`src/rtl/alu_issue_ctrl.sv`:
```
// Execute-stage issue sequencer: holds ALU operands stable for the opcode's
// latency, captures the answer with its destination tag, then offers it to writeback.
module alu_issue_ctrl #(
  parameter int LAT_SIMPLE = 2,
  parameter int LAT_MUL    = 4,
  parameter int LAT_DIV    = 36
) (
  input  logic        clk,
  input  logic        rst,
  input  logic        flush,
  input  logic        in_valid,
  output logic        in_ready,
  input  logic [31:0] in_op1,
  input  logic [31:0] in_op2,
  input  logic [4:0]  in_opcode,
  input  logic [4:0]  in_rd,
  output logic [31:0] alu_operator_1,
  output logic [31:0] alu_operator_2,
  output logic [4:0]  alu_opcode,
  input  logic [31:0] alu_answer,
  output logic        out_valid,
  input  logic        out_ready,
  output logic [31:0] out_result,
  output logic [4:0]  out_rd,
  output logic        busy
);

  localparam int LAT_MAX_SM = (LAT_SIMPLE > LAT_MUL) ? LAT_SIMPLE : LAT_MUL;
  localparam int LAT_MAX    = (LAT_MAX_SM > LAT_DIV) ? LAT_MAX_SM : LAT_DIV;
  localparam int CW         = $clog2(LAT_MAX) + 1;

  typedef enum logic [1:0] {IDLE, WAIT, DONE} state_t;

  state_t        state_reg, state_next;
  logic [CW-1:0] cnt_reg, cnt_next;
  logic [CW-1:0] lat_m1;
  logic [4:0]    rd_reg;
  logic          accept, capture, release_res;

  // Latency class is chosen from the incoming opcode, not the registered one.
  always_comb begin
    lat_m1 = CW'(LAT_SIMPLE - 1);
    if (in_opcode >= 5'd2 && in_opcode <= 5'd5)
      lat_m1 = CW'(LAT_MUL - 1);
    else if (in_opcode >= 5'd6 && in_opcode <= 5'd9)
      lat_m1 = CW'(LAT_DIV - 1);
  end

  assign in_ready    = (state_reg == IDLE);
  assign busy        = (state_reg != IDLE);
  assign accept      = (state_reg == IDLE) && in_valid && !flush;
  assign capture     = (state_reg == WAIT) && (cnt_reg == '0) && !flush;
  assign release_res = (state_reg == DONE) && out_ready && !flush;

  always_comb begin
    state_next = state_reg;
    cnt_next   = cnt_reg;
    if (flush) begin
      state_next = IDLE;
      cnt_next   = '0;
    end else begin
      case (state_reg)
        IDLE: if (in_valid) begin
          state_next = WAIT;
          cnt_next   = lat_m1;
        end
        WAIT: if (cnt_reg == '0) state_next = DONE;
              else cnt_next = cnt_reg - 1'b1;
        DONE: if (out_ready) state_next = IDLE;
        default: begin
          state_next = IDLE;
          cnt_next   = '0;
        end
      endcase
    end
  end

  always_ff @(posedge clk or posedge rst) begin
    if (rst) begin
      state_reg <= IDLE;
      cnt_reg   <= '0;
    end else begin
      state_reg <= state_next;
      cnt_reg   <= cnt_next;
    end
  end

  // Datapath registers survive flush; only the handshake state is aborted.
  always_ff @(posedge clk or posedge rst) begin
    if (rst) begin
      alu_operator_1 <= '0;
      alu_operator_2 <= '0;
      alu_opcode     <= '0;
      rd_reg         <= '0;
      out_result     <= '0;
      out_rd         <= '0;
      out_valid      <= 1'b0;
    end else begin
      if (accept) begin
        alu_operator_1 <= in_op1;
        alu_operator_2 <= in_op2;
        alu_opcode     <= in_opcode;
        rd_reg         <= in_rd;
      end
      if (capture) begin
        out_result <= alu_answer;
        out_rd     <= rd_reg;
      end
      if (flush || release_res)
        out_valid <= 1'b0;
      else if (capture)
        out_valid <= 1'b1;
    end
  end

endmodule

```
`config.mk`:
```
export PLATFORM = sky130hd
export DESIGN_NAME = alu_issue_ctrl
export DESIGN_NICKNAME = d
export VERILOG_FILES = /design/src/rtl/alu_issue_ctrl.sv
export SDC_FILE = /design/constraint.sdc
export NUM_CORES = 1
export LEC_CHECK = 0
export CAP_MARGIN = 20
export CORE_MARGIN = 2
export CORE_UTILIZATION = 42
export CTS_CLUSTER_DIAMETER = 100
export DETAILED_ROUTE_END_ITERATION = 16
export PLACE_DENSITY = 0.81
export SYNTH_ARGS = -nofsm -noshare
export SYNTH_HDL_FRONTEND = slang
export SYNTH_SLANG_ARGS = --single-unit
export TNS_END_PERCENT = 30
```
`constraint.sdc`:
```
create_clock -name clk -period 5.5 [get_ports clk]
set_clock_uncertainty 0.05 [all_clocks]
set_input_delay 0.825 -clock clk [delete_from_list [all_inputs] [get_ports clk]]
set_output_delay 0.825 -clock clk [all_outputs]
set_load 0.005 [all_outputs]
```
**Word-level counts from Yosys, hierarchy flattened**

Cells that the tools add are included.

- Register bits: 121
- Latch bits: 0
- Memory bits (writable): 0
- Bits in read-only memories: 0
- Input port bits: 111
- Output and inout bits: 109
- Word-level logic and storage cells: 50
- Memories kept: 0

- $add $sub $neg: 1
- $mul: 0
- Divide/modulo/power cells: 0
- Magnitude comparators: 4
- Eq/ne operators: 7
- Shift-type cells: 0
- Muxes and demuxes: 13
- Bitwise operators: 0
- Reduce and logical (&&, ||, !) cells: 16

Operator list:

| operator | number |
|---|---|
| 2-to-1 mux 7 bit | 3 |
| one-hot mux 7 bit (3 select lines) | 1 |
| 2-to-1 mux 6 bit | 2 |
| != test 3 bit, second input constant | 3 |
| logical AND 1 bit | 8 |
| 2-to-1 mux 2 bit | 4 |
| zero test 7 bit | 1 |
| subtractor 7 x 1 -> 7 bit, second input constant | 1 |
| one-hot mux 2 bit (3 select lines) | 1 |
| AND reduction 3 bit | 2 |
| greater-or-equal comparator 5 x 2 -> 1 bit, second input constant | 1 |
| greater-or-equal comparator 5 x 3 -> 1 bit, second input constant | 1 |
| <= comparator 5 x 3 -> 1 bit, second input constant | 1 |
| <= comparator 5 x 4 -> 1 bit, second input constant | 1 |
| nonzero test 2 bit | 2 |
| != test 3 x 2 -> 1 bit, second input constant | 1 |
| == test 2 x 1 -> 1 bit, second input constant | 1 |
| == test 2 bit, second input constant | 1 |
| zero test 2 bit | 1 |
| 2-to-1 mux 1 bit | 2 |
| != test 2 bit, second input constant | 1 |
| zero test 1 bit | 1 |
| logical OR 1 bit | 1 |

**Longest topological paths before layout**

- Depth after elaboration: 7
- Gate-level depth with buffers: 7
- Mapped depth without buffers: 6

**Worst setup path before layout**

Ideal clock, no wire load.

- Path type: input to register
- Start: input port flush
- End: register alu_opcode[0]
- Library setup time: 0.125 ns
- Arrival time: 2.158 ns
- Required time: 5.325 ns
- Slack: 3.167 ns
- Cell stages on the path: 6
- Path buffers: 3
- Cell sequence: buf_2 clkinv_1 and3_1 clkbuf_1 buf_2 mux2_2

- Longest elaborated chain between the ends: 2

RTL lines:

| item | RTL line | source |
|---|---|---|
| from (decl) | 10 | `input logic flush,` |
| zero test 1 bit | 51 | `assign accept = (state_reg == IDLE) && in_valid && !flush;` |
| logical AND 1 bit | 51 |  |
| to (signal assigned) | 102 | `alu_opcode <= in_opcode;` |
| to (decl) | 19 | `output logic [4:0] alu_opcode,` |

Every way passes these cells.
A chain may end at the register's enable or synchronous reset.

**Worst setup path in the final report**

- Start: input port flush
- End: register alu_operator_1[15]

- Longest elaborated chain between the ends: 2

RTL lines:

| item | RTL line | source |
|---|---|---|
| zero test 1 bit | 51 |  |
| logical AND 1 bit | 51 |  |
| to (signal assigned) | 100 | `alu_operator_1 <= in_op1;` |
| to (decl) | 17 | `output logic [31:0] alu_operator_1,` |

Every way passes these cells.

==> flow_summary.html <==
<table>
<tr><th>Metric</th><th>Value</th></tr>
<tr><th colspan="2">Route</th></tr>
<tr><td>Drc violations</td><td>0</td></tr>
<tr><td>Number of design-rule violations left by the first detailed-router iteration</td><td>158</td></tr>
<tr><td>Total via count in the routed design</td><td>~3500</td></tr>
<tr><td>Via-to-Cell Ratio</td><td>between 4 and 5</td></tr>
<tr><td>Antenna-violating nets left</td><td>0</td></tr>
<tr><td>DRT Pass-1 Iters</td><td>4</td></tr>
<tr><td>Wirelength, routed</td><td>12100 um</td></tr>
<tr><td>DR WL/cell</td><td>around 17 um</td></tr>
<tr><th colspan="2">Placed design</th></tr>
<tr><td>Final RePlAce weighted congestion</td><td>around 0.84</td></tr>
<tr><td>HPWL after detailed placement</td><td>8370 um</td></tr>
<tr><td>Port Buf Inserts</td><td>about 220</td></tr>
<tr><td>Instance area at placement</td><td>approximately 7200 um2</td></tr>
<tr><th colspan="2">GRT</th></tr>
<tr><td>Initial antenna violation count</td><td>0</td></tr>
<tr><td>Largest net degree at the start of global routing</td><td>between 70 and 80</td></tr>
<tr><td>First-pass GRT wire length</td><td>19600 um</td></tr>
<tr><td>Final global-route overflow total</td><td>0</td></tr>
<tr><td>Global-route total usage across every layer</td><td>0.201</td></tr>
<tr><td>Via count of the first global-routing pass</td><td>approximately 3800</td></tr>
<tr><th colspan="2">Clocking</th></tr>
<tr><td>Skew-Pair Late Insertion Delay</td><td>just over 0.4 ns</td></tr>
<tr><td>Clock-pin transition on the worst setup and hold timing paths</td><td>0.06 ns</td></tr>
<tr><td>CTS H-tree lvls</td><td>4</td></tr>
<tr><td>Count of buffers added by post-CTS timing repair for setup</td><td>0</td></tr>
<tr><td>Clock tree root buffer cell</td><td>sky130_fd_sc_hd__clkbuf_16</td></tr>
<tr><td>Bufs on Longest Clock Path</td><td>2</td></tr>
<tr><td>TritonCTS clock tree</td><td>yes</td></tr>
<tr><td>Clock sink count</td><td>121</td></tr>
<tr><td>Cts hold-fix bufs</td><td>0</td></tr>
<tr><td>TritonCTS buffer count</td><td>17</td></tr>
<tr><td>Cells resized by post-CTS repair</td><td>0</td></tr>
<tr><th colspan="2">Timing</th></tr>
<tr><td>Share of the clock period used by the worst path</td><td>0.499</td></tr>
<tr><td>Post-layout minimum cycle time</td><td>between 2 and 3 ns</td></tr>
<tr><td>Unrepaired setup endpoints after global routing</td><td>false</td></tr>
<tr><td>Final Setup Violations</td><td>0</td></tr>
<tr><td>Highest Clock Rate</td><td>around 360 MHz</td></tr>
<tr><td>Hold Fails Final Rpt</td><td>0</td></tr>
<tr><td>Slew Limit Headroom</td><td>0.342</td></tr>
<tr><td>Max-slew violation count</td><td>0</td></tr>
<tr><td>Aggregate negative setup slack</td><td>0 ns</td></tr>
<tr><td>Worst Max-Slew Pin Slew</td><td>approximately 0.99 ns</td></tr>
<tr><th colspan="2">Job</th></tr>
<tr><td>Reported max-cap violation count</td><td>0</td></tr>
<tr><th colspan="2">Synthesis</th></tr>
<tr><td>Syn Nets</td><td>about 430</td></tr>
<tr><td>Number of storage elements in the synthesis netlist</td><td>about 120</td></tr>
<tr><td>Dominant synthesized flop cell</td><td>sky130_fd_sc_hd__dfrtp_1</td></tr>
<tr><td>Post-Synthesis Mean Instance Area</td><td>approximately 16 um2</td></tr>
<tr><td>Synth top area share</td><td>0.614</td></tr>
<tr><td>Area of the mapped netlist</td><td>between 4000 and 5000 um2</td></tr>
<tr><td>Total number of yosys warnings</td><td>0</td></tr>
<tr><td>Top post-synthesis cells by count</td><td>sky130_fd_sc_hd__dfrtp_1 (121), sky130_fd_sc_hd__mux2_2 (81), sky130_fd_sc_hd__mux2_4 (30), sky130_fd_sc_hd__buf_2 (7), sky130_fd_sc_hd__nand2_1 (7)</td></tr>
<tr><td>Cell types with the largest area share after synthesis</td><td>sky130_fd_sc_hd__dfrtp_1 (61%), sky130_fd_sc_hd__mux2_2 (18%), sky130_fd_sc_hd__mux2_4 (9.1%), sky130_fd_sc_hd__buf_2 (0.71%), sky130_fd_sc_hd__buf_6 (0.68%)</td></tr>
<tr><td>Proportion of register bits with asynchronous set or reset after synthesis</td><td>1.00</td></tr>
<tr><td>Cell variety after synth</td><td>a little over 40</td></tr>
<tr><td>Part of the Yosys area used for sequential elements</td><td>0.614</td></tr>
<tr><td>Number of cells produced by synthesis</td><td>approximately 320</td></tr>
<tr><td>Most common cell in the netlist</td><td>sky130_fd_sc_hd__dfrtp_1</td></tr>
<tr><td>Top cell type by total area after synthesis</td><td>sky130_fd_sc_hd__dfrtp_1</td></tr>
<tr><td>Number of enable flip-flop cells after synthesis</td><td>0</td></tr>
<tr><th colspan="2">Pwr</th></tr>
<tr><td>Clock share of power</td><td>0.240</td></tr>
<tr><td>Power per standard cell area</td><td>roughly 580 nW/um2</td></tr>
<tr><td>Static leakage</td><td>around 0.0034 uW</td></tr>
<tr><td>Switching share of power</td><td>0.266</td></tr>
<tr><td>Cell Int Power</td><td>roughly 3300 uW</td></tr>
<tr><td>Power share of the combinational group</td><td>0.405</td></tr>
<tr><td>Peak supply drop</td><td>between 0.0003 and 0.0004 V</td></tr>
<tr><td>Switching Power</td><td>between 1000 and 1500 uW</td></tr>
<tr><td>Sequential share of power</td><td>0.355</td></tr>
<tr><th colspan="2">Floorplan</th></tr>
<tr><td>Top Ports</td><td>220</td></tr>
<tr><td>Core ar.</td><td>11400 um2</td></tr>
<tr><td>Row Count</td><td>39</td></tr>
<tr><td>Area of the die</td><td>between 10000 and 15000 um2</td></tr>
<tr><td>Die span in x</td><td>~110 um</td></tr>
<tr><td>Starting utilization of the core area</td><td>0.432</td></tr>
<tr><td>Vertical die dimension</td><td>~110 um</td></tr>
<tr><th colspan="2">Critical path</th></tr>
<tr><td>R2R setup slack</td><td>approximately 2.9 ns</td></tr>
<tr><td>Origin of the critical flop-to-flop path</td><td>cnt_reg[0]$_DFFE_PP0P_</td></tr>
<tr><td>Required time of the critical path</td><td>roughly 5.7 ns</td></tr>
<tr><td>Critical path class</td><td>in -&gt; reg</td></tr>
<tr><td>Worst-path fanout max</td><td>75</td></tr>
<tr><td>CP startpoint kind</td><td>input pin</td></tr>
<tr><td>Worst reg2reg path depth</td><td>6</td></tr>
<tr><td>CP Capture Type</td><td>flip-flop</td></tr>
<tr><td>Worst endpoint data arrival time</td><td>~3.0 ns</td></tr>
<tr><td>R2R Path End</td><td>cnt_reg[4]$_DFFE_PP0P_</td></tr>
<tr><th colspan="2">Finish</th></tr>
<tr><td>Non-Filler Cell Area, Final</td><td>7820 um2</td></tr>
<tr><td>Largest registers in the final layout</td><td>alu_operator_1 (32), alu_operator_2 (32), out_result (32)</td></tr>
<tr><td>Final design utilization</td><td>0.685</td></tr>
<tr><td>Fraction of layout instances using a drive strength above 1</td><td>0.270</td></tr>
<tr><td>Area growth syn-to-layout</td><td>58.4%</td></tr>
<tr><td>Antenna Diode Count</td><td>0</td></tr>
<tr><td>Nets</td><td>652</td></tr>
<tr><th colspan="2">Hold path</th></tr>
<tr><td>Worst hold stages</td><td>1</td></tr>
<tr><td>Class of the worst hold path</td><td>reg -&gt; reg</td></tr>
<tr><td>Launch instance of the worst min-delay path</td><td>rd_reg[3]$_DFFE_PP0P_</td></tr>
<tr><td>Hold Path End</td><td>out_rd[3]$_DFFE_PP0P_</td></tr>
<tr><th colspan="2">Outcome</th></tr>
<tr><td>Result of the run</td><td>completed</td></tr>
</table>
## worst max-delay path, stage by stage
cell                              delay [ns]
sky130_fd_sc_hd__clkdlybuf4s50_1        0.57
sky130_fd_sc_hd__clkinv_1               0.24
sky130_fd_sc_hd__and3_4                 0.89
sky130_fd_sc_hd__mux2_2                 0.43
## metrics by stage
stage / setup WS [ns] / hold slack [ns] / instances / total power, uW
after floorplan: 1.41 / 0.427 / 315 / 2380
after CTS: 2.77 / 0.453 / 695 / 4570
after global placement: 2.43 / 0.435 / 663 / 3390
after global routing: 2.62 / 0.465 / 695 / 4770
after detailed placement: 2.36 / 0.441 / 663 / 3450
final: 2.76 / 0.448 / 695 / 4520
## power by group through the flow
stage,Combinational [uW],Clock [uW],Sequential (uW)
after global placement,1800,0,1580
after CTS,1860,1110,1610
final,1830,1080,1600
after floorplan,780,0,1600
after detailed placement,1840,0,1610
after global routing,1960,1150,1670
## routing by layer
layer | up-vias | GRT usage | share of wire
met2 | 152 | 0.318 | 0.49
met5 | - | 0 | 0
met4 | 0 | 0.107 | 0.035
met3 | 34 | 0.0821 | 0.080
met1 | 1702 | 0.235 | 0.39
li1 | 1580 | - | -
## kinds of logic (layout without fill, tap and decap cells)
logic type                 after synthesis  after routing  share of synthesized area
DFF                                    121            121                      0.614
muxes                                  112            112                      0.278
and+or+nand+nor                         35             35                     0.0459
AOI/OAI and AO/OA                       23             23                     0.0340
buffers and inverters                   22            259                     0.0231
adders and majority gates                2              2                    0.00507
## cell type report
cell class                 count  area [um2]
fill                         837        3600
sequential                   121        3030
multi-input combinational    172        1800
clock buffer                  24         492
tap                          143         179
inverter                       7        28.8
clock inverter                 8        92.6
timing repair buffer         220        2200
## how the worst max path moves through the flow
stage          slack [ns]  cells past startpoint  start                        endpoint
5_1_grt              2.62                      4  flush  alu_operator_1[15]$_DFFE_PP0P_
4_1_cts              2.77                      4  flush  alu_operator_1[15]$_DFFE_PP0P_
3_5_place_dp         2.36                      4  flush  alu_operator_1[15]$_DFFE_PP0P_
6_report             2.76                      4  flush  alu_operator_1[15]$_DFFE_PP0P_
3_3_place_gp         2.43                      4  flush  alu_operator_1[18]$_DFFE_PP0P_
2_1_floorplan        1.41                      1    rst       alu_opcode[0]$_DFFE_PP0P_
## placed cells by master (no fill, tap or decap), drive strengths merged, types with 2 or more instances in the layout
cell type,n
a2111o,2
nand2b,2
nor2,3
mux2,111
dfrtp,121
inv,6
ha,2
o21ai,3
clkdlybuf4s50,219
a211o,2
clkinv,6
nor3b,4
or2,2
or3,2
bufinv,2
nor3,3
nand2,8
nand3,2
a21oi,5
o21a,2
clkbuf,24
o2111ai,2
or4,3
Power figures use the tool's default switching activity.
